==> src/rtl/seg7_scan_driver.sv <==
// seg7_scan_driver
//   Multiplexed 7-segment scan driver. Walks DIGITS hex digits, one slot of
//   CLK_DIV clocks each, driving the shared segment lines and one digit enable.
//   Per-digit decimal point and blanking, optional leading-zero suppression and
//   PWM brightness. New display data is staged by `load` and committed only at
//   the end of a frame, so a frame never mixes old and new data.
// Ports
//   clk, rst         clock, synchronous active-high reset
//   din              hex data, digit i = din[4i+3:4i], digit 0 rightmost
//   dp_in, blank_in  per-digit decimal point / force-dark
//   lzs_en           leading-zero suppression enable
//   load             1-cycle strobe, captures din/dp_in/blank_in/lzs_en
//   brightness       lit sub-slots per slot (0 = dark), sampled live
//   pending          staged data waiting for the frame-end commit
//   frame_done       1-cycle pulse on the last cycle of the last digit slot
//   seg              {a,b,c,d,e,f,g,dp}, polarity per SEG_ACT_LOW
//   an               digit enables, polarity per AN_ACT_LOW
module seg7_scan_driver #(
  parameter int DIGITS      = 8,
  parameter int CLK_DIV     = 4096,
  parameter int BRIGHT_W    = 4,
  parameter int AN_ACT_LOW  = 1,
  parameter int SEG_ACT_LOW = 1
) (
  input  logic                  clk,
  input  logic                  rst,
  input  logic [DIGITS*4-1:0]   din,
  input  logic [DIGITS-1:0]     dp_in,
  input  logic [DIGITS-1:0]     blank_in,
  input  logic                  lzs_en,
  input  logic                  load,
  input  logic [BRIGHT_W-1:0]   brightness,
  output logic                  pending,
  output logic                  frame_done,
  output logic [7:0]            seg,
  output logic [DIGITS-1:0]     an
);

  localparam int CNT_W     = $clog2(CLK_DIV);
  localparam int DIG_W     = (DIGITS > 1) ? $clog2(DIGITS) : 1;
  localparam int SLICE_I   = CLK_DIV >> BRIGHT_W;
  localparam int CNT_MAX_I = CLK_DIV - 1;
  localparam int DIG_MAX_I = DIGITS - 1;

  localparam logic [CNT_W-1:0]  CNT_MAX = CNT_MAX_I[CNT_W-1:0];
  localparam logic [CNT_W-1:0]  SLICE   = SLICE_I[CNT_W-1:0];
  localparam logic [DIG_W-1:0]  DIG_MAX = DIG_MAX_I[DIG_W-1:0];
  // Inactive levels; XOR with these turns active-high internals into pin polarity.
  localparam logic [7:0]        SEG_OFF = (SEG_ACT_LOW != 0) ? 8'hFF : 8'h00;
  localparam logic [DIGITS-1:0] AN_OFF  = (AN_ACT_LOW != 0) ? {DIGITS{1'b1}} : {DIGITS{1'b0}};

  // Segment pattern, active-high abcdefg.
  function automatic logic [6:0] hex7(input logic [3:0] h);
    case (h)
      4'h0: hex7 = 7'h7E;  4'h1: hex7 = 7'h30;  4'h2: hex7 = 7'h6D;  4'h3: hex7 = 7'h79;
      4'h4: hex7 = 7'h33;  4'h5: hex7 = 7'h5B;  4'h6: hex7 = 7'h5F;  4'h7: hex7 = 7'h70;
      4'h8: hex7 = 7'h7F;  4'h9: hex7 = 7'h7B;  4'hA: hex7 = 7'h77;  4'hB: hex7 = 7'h1F;
      4'hC: hex7 = 7'h4E;  4'hD: hex7 = 7'h3D;  4'hE: hex7 = 7'h4F;  default: hex7 = 7'h47;
    endcase
  endfunction

  // Scan state
  logic [CNT_W-1:0] cnt_q, cnt_d;
  logic [DIG_W-1:0] digit_q, digit_d;

  // Staging buffer (written by load)
  logic [DIGITS-1:0][3:0] stg_din_q, stg_din_d;
  logic [DIGITS-1:0]      stg_dp_q, stg_dp_d;
  logic [DIGITS-1:0]      stg_blank_q, stg_blank_d;
  logic                   stg_lzs_q, stg_lzs_d;
  logic                   pending_q, pending_d;

  // Active buffer (what is being displayed)
  logic [DIGITS-1:0][3:0] act_din_q, act_din_d;
  logic [DIGITS-1:0]      act_dp_q, act_dp_d;
  logic [DIGITS-1:0]      act_blank_q, act_blank_d;
  logic                   act_lzs_q, act_lzs_d;

  // Registered pin drivers
  logic [7:0]        seg_q, seg_d;
  logic [DIGITS-1:0] an_q, an_d;

  logic                   slot_end, frame_end, commit;
  logic [DIGITS-1:0]      supp;
  logic                   lz_run;
  logic [CNT_W-1:0]       sub, bright_ext;
  logic [3:0]             cur_hex;
  logic                   lit;
  logic [7:0]             seg_act;
  logic [DIGITS-1:0]      an_act;

  // Scan counters, staging and frame-end commit
  always_comb begin
    slot_end  = (cnt_q == CNT_MAX);
    frame_end = slot_end && (digit_q == DIG_MAX);
    commit    = frame_end && pending_q;

    cnt_d   = slot_end ? '0 : cnt_q + 1'b1;
    digit_d = digit_q;
    if (slot_end) digit_d = (digit_q == DIG_MAX) ? '0 : digit_q + 1'b1;

    act_din_d   = act_din_q;
    act_dp_d    = act_dp_q;
    act_blank_d = act_blank_q;
    act_lzs_d   = act_lzs_q;
    if (commit) begin
      act_din_d   = stg_din_q;
      act_dp_d    = stg_dp_q;
      act_blank_d = stg_blank_q;
      act_lzs_d   = stg_lzs_q;
    end

    // A load on the commit cycle lands in staging after the old contents
    // have moved to active, so pending stays set for the next frame.
    stg_din_d   = stg_din_q;
    stg_dp_d    = stg_dp_q;
    stg_blank_d = stg_blank_q;
    stg_lzs_d   = stg_lzs_q;
    pending_d   = pending_q && !commit;
    if (load) begin
      stg_din_d   = din;
      stg_dp_d    = dp_in;
      stg_blank_d = blank_in;
      stg_lzs_d   = lzs_en;
      pending_d   = 1'b1;
    end
  end

  // Leading-zero suppression: walk down from the top digit while digits are
  // zero without a dp; digit 0 always stays visible.
  always_comb begin
    supp   = '0;
    lz_run = act_lzs_q;
    for (int i = DIGITS - 1; i >= 1; i--) begin
      if (lz_run && (act_din_q[i] == 4'h0) && !act_dp_q[i]) supp[i] = 1'b1;
      else                                                   lz_run  = 1'b0;
    end
  end

  // Output decode. cnt==0 is forced dark so the enable never overlaps the
  // previous digit's segments at a slot change.
  always_comb begin
    sub        = cnt_q / SLICE;
    bright_ext = '0;
    bright_ext[BRIGHT_W-1:0] = brightness;
    cur_hex    = act_din_q[digit_q];
    lit        = !act_blank_q[digit_q] && !supp[digit_q] &&
                 (cnt_q != '0) && (sub < bright_ext);
    seg_act    = lit ? {hex7(cur_hex), act_dp_q[digit_q]} : 8'h00;
    an_act     = '0;
    if (lit) an_act[digit_q] = 1'b1;
    seg_d      = seg_act ^ SEG_OFF;
    an_d       = an_act ^ AN_OFF;
  end

  always_ff @(posedge clk) begin
    if (rst) begin
      cnt_q       <= '0;
      digit_q     <= '0;
      stg_din_q   <= '0;
      stg_dp_q    <= '0;
      stg_blank_q <= '0;
      stg_lzs_q   <= 1'b0;
      pending_q   <= 1'b0;
      act_din_q   <= '0;
      act_dp_q    <= '0;
      act_blank_q <= '1;
      act_lzs_q   <= 1'b0;
      seg_q       <= SEG_OFF;
      an_q        <= AN_OFF;
    end else begin
      cnt_q       <= cnt_d;
      digit_q     <= digit_d;
      stg_din_q   <= stg_din_d;
      stg_dp_q    <= stg_dp_d;
      stg_blank_q <= stg_blank_d;
      stg_lzs_q   <= stg_lzs_d;
      pending_q   <= pending_d;
      act_din_q   <= act_din_d;
      act_dp_q    <= act_dp_d;
      act_blank_q <= act_blank_d;
      act_lzs_q   <= act_lzs_d;
      seg_q       <= seg_d;
      an_q        <= an_d;
    end
  end

  assign pending    = pending_q;
  assign frame_done = frame_end;
  assign seg        = seg_q;
  assign an         = an_q;

endmodule

==> config.mk <==
export PLATFORM = sky130hd
export DESIGN_NAME = seg7_scan_driver
export DESIGN_NICKNAME = d
export VERILOG_FILES = /design/src/rtl/seg7_scan_driver.sv
export SDC_FILE = /design/constraint.sdc
export NUM_CORES = 1
export LEC_CHECK = 0
export ABC_CLOCK_PERIOD_IN_PS = 3900
export CAP_MARGIN = 15
export CORE_ASPECT_RATIO = 1.25
export CORE_MARGIN = 2
export CORE_UTILIZATION = 30
export CTS_CLUSTER_DIAMETER = 150
export DETAILED_ROUTE_END_ITERATION = 12
export PLACE_DENSITY = 0.54
export REMOVE_ABC_BUFFERS = 1
export SETUP_SLACK_MARGIN = 0.05
export SYNTH_ARGS = -nofsm -noshare
export SYNTH_HDL_FRONTEND = slang
export SYNTH_SLANG_ARGS = --single-unit
==> constraint.sdc <==
create_clock -name clk -period 3.9 [get_ports clk]
set_clock_uncertainty 0.05 [all_clocks]
set_input_delay 0.975 -clock clk [delete_from_list [all_inputs] [get_ports clk]]
set_output_delay 0.975 -clock clk [all_outputs]
set_load 0.02 [all_outputs]
==> results.ini <==
[global_route]
grt_max_degree=66
grt_pass1_wl_um=20900
grt_pass1_vias=4254
grt_use_total_pct=13.3
overflow=0
grt_antenna_before_repair=0

[synthesis]
synth_edf_count=0
synth_mux_area_share_pct=16.2
synthXorXnorAreaFrac_pct=1.58
syn_area_um2=5550
synthArstFlopShare_pct=0
synth_adder_area_share_pct=2.93
ys_ff_latch=130
synth_cell_types=52
synth-simple-area-share_pct=20.2
synth_top_family_by_area=simple AND/OR/NAND/NOR gates
yosysTopAreaCell=dfxtp_1
synth_top_area_share_pct=46.9
yosysMostFrequentCell=dfxtp_1
syn_inst=593
yosys_most_used_dff=dfxtp_1
synth.area.top_cells=dfxtp_1 47%, mux2i_1 10%, nand2_1 7.6%, nor2_1 5.1%, mux4_2 4.1%
yosys_warnings=0
seq_area_frac_synth_pct=46.9
synth.top_cells.by_count=130 x dfxtp_1, 112 x nand2_1, 75 x nor2_1, 57 x mux2i_1, 43 x a21oi_1
synth_compound_area_share_pct=7.60
synth_area_per_cell_um2=9.36

[clock_tree]
clockRootBuffer=clkbuf_16
ctsHoldBuffers=0
cts_tree=yes
path_clk_slew_ns=0.06
clk_path_buf_depth=2
cts_sinks=130
htreeDepth=4
clkLatencyLatePin_ns=0.42
numCtsBuffers=17
cts-resized-gates=0
post_cts_buffers=0

[critical_path]
cp.depth=5
critPathBufInv=1
r2r_slack_ns=1.04
crit_type=flip-flop to primary output
worstSetupEndpoint=frame_done
cp_top_family=simple AND/OR/NAND/NOR gates
r2r_end=seg[1]$_SDFF_PP1_
r2r_cells=8
worst_setup_path_start_kind=flip-flop
cpPeakStageDelay_ns=0.60
crit_fanout=6
cp_cell_sequence=ha_1, nand3_2, nor3_1, and3_1, clkdlybuf4s50_1
critical_path.endpoint_type=primary output
required_ns=2.87
reg2reg_from=digit_q[0]$_SDFFE_PP0N_
worstPathArrival_ns=2.26
startpoint=cnt_q[0]$_SDFF_PP0_
cpMaxStageDelayCell=clkdlybuf4s50_1

[run]
cap_violations=0

[sta]
rsz0062_at_grt=no
post-route-period-util_pct=84.2
setup_viol=0
fin_crit_ns=3.28
fmax_mhz=304
hold_viol=0
postLayoutSetupSlackWorst_ns=0.615
slew_viol_final=0
finalSetupTns_ns=0
holdWs_ns=0.403
slew_headroom_pct=43.0
worstMarginPinSlew_ns=0.855

[pwr]
vdd_ir_drop_max_uv=289
p_leak_nw=2.78
power_density_nw_per_um2=487

[finish]
area_delta_synth_final_pct=28.6
finalNonFillerCells=896
drive_above_1_share_pct=10.6
final_cell_area_um2=7130
num-nets-final=724
n_antenna_cell=0

[drt]
routed_wl_um=12200
drtAntennaViolNets=0
vias=4194
drt_iter0_markers=124
dr.pass1.iters=4
wl_per_cell_um=13.6
drc_errors=0
via_per_inst=4.68

[floorplan]
die_w_um=126
row_count=55
io_pins=74
die_y_um=156
core_um2=18100
die_area_um2=19600
start_util_pct=30.7

[placed_design]
hpwlAfterDp_um=8830
port_buffers=73
dp.cells=864
place.gp.congestion=0.832
pre_cts_slack_ns=0.918
placed_area_um2=6400

[min_path]
hold_depth=2
hp-class=flip-flop to flip-flop

[run_status]
outcome=complete, no violations

[where the power goes]
group	internal, mW	leakage (nW)	switching (mW)
Combinational	0.0893	1.38	0.0662
Sequential	1.36	1.06	0.0200
Clock	1.36	0.342	0.578
[placed cells by master (no fill, tap or decap), drive strengths merged, types with 2 or more instances in the layout]
cell type / n
dfxtp: 130
nand2: 114
nor2: 75
clkdlybuf4s50: 71
mux2i: 60
a21oi: 45
clkbuf: 19
nand3: 16
ha: 13
nand3b: 11
inv: 11
mux4: 10
buf: 9
nand4: 8
bufinv: 8
xor2: 7
nor3: 6
nor4: 6
a211oi: 6
mux2: 4
clkinvlp: 4
nand2b: 3
a31oi: 3
nor3b: 3
xnor2: 3
and3: 2
a21o: 2
nor2b: 2
o211ai: 2
a22oi: 2
clkinv: 2
o311ai: 2
and2: 2
[cell families (layout without fill, tap and decap cells)]
logic type / Yosys count / in the layout
AND/OR/NAND/NOR: 252 / 252
XOR/XNOR: 10 / 10
buffers and inverters: 49 / 124
flip-flops: 130 / 130
adder cells (fa/ha/maj): 13 / 13
AO/OA/AOI/OAI: 65 / 65
multiplexers: 74 / 74
[worst min-delay path, cell delays in order (launching register included)]
cell and delay (ns):
dfxtp_1 0.31, nand2_1 0.05, a21oi_1 0.05
[routing by layer]
metal	part of all wire, %	vias to the layer above	track usage (%)
li1	-	2146	-
met1	45	1967	15.7
met2	50	69	22.5
met3	3.3	12	3.74
met4	1.6	0	5.71
met5	0	-	0
[layout make-up]
cell class	count	area, um2
Fill cell	1784	11000
Clock buffer	19	453
Timing Repair Buffer	80	776
Inverter	12	45.0
Tap cell	228	285
Clock inverter	13	279
Multi-Input combinational cell	414	2690
Sequential cell	130	2600
[per-stage QoR]
stage	util (%)	total power, mW
global route	39.4	3.60
floorplan	-	1.47
finish	39.4	3.48
global placement	35.4	1.56
detailed placement	35.4	1.57
CTS	39.4	3.52
[how the worst min path moves through the flow]
stage | start | endpoint | slack [ns]
after detailed placement | act_din_q[0]$_SDFFE_PP0P_ | act_din_q[0]$_SDFFE_PP0P_ | 0.39
after floorplan | act_din_q[0]$_SDFFE_PP0P_ | act_din_q[0]$_SDFFE_PP0P_ | 0.37
after CTS | act_din_q[0]$_SDFFE_PP0P_ | act_din_q[0]$_SDFFE_PP0P_ | 0.40
final | act_din_q[0]$_SDFFE_PP0P_ | act_din_q[0]$_SDFFE_PP0P_ | 0.40
after global routing | act_din_q[0]$_SDFFE_PP0P_ | act_din_q[0]$_SDFFE_PP0P_ | 0.43
after global placement | act_din_q[3]$_SDFFE_PP0P_ | act_din_q[3]$_SDFFE_PP0P_ | 0.40
[registers in the layout, indices dropped and copies added (netlist names)]
signal and flops:
an 8, act_blank_q 8, act_dp_q 8, cnt_q 12, act_din_q 32, stg_blank_q 8
seg 8, stg_din_q 32, pending 1, stg_lzs_q 1, stg_dp_q 8, act_lzs_q 1
digit_q 3
(Power assumes the default switching activity.)
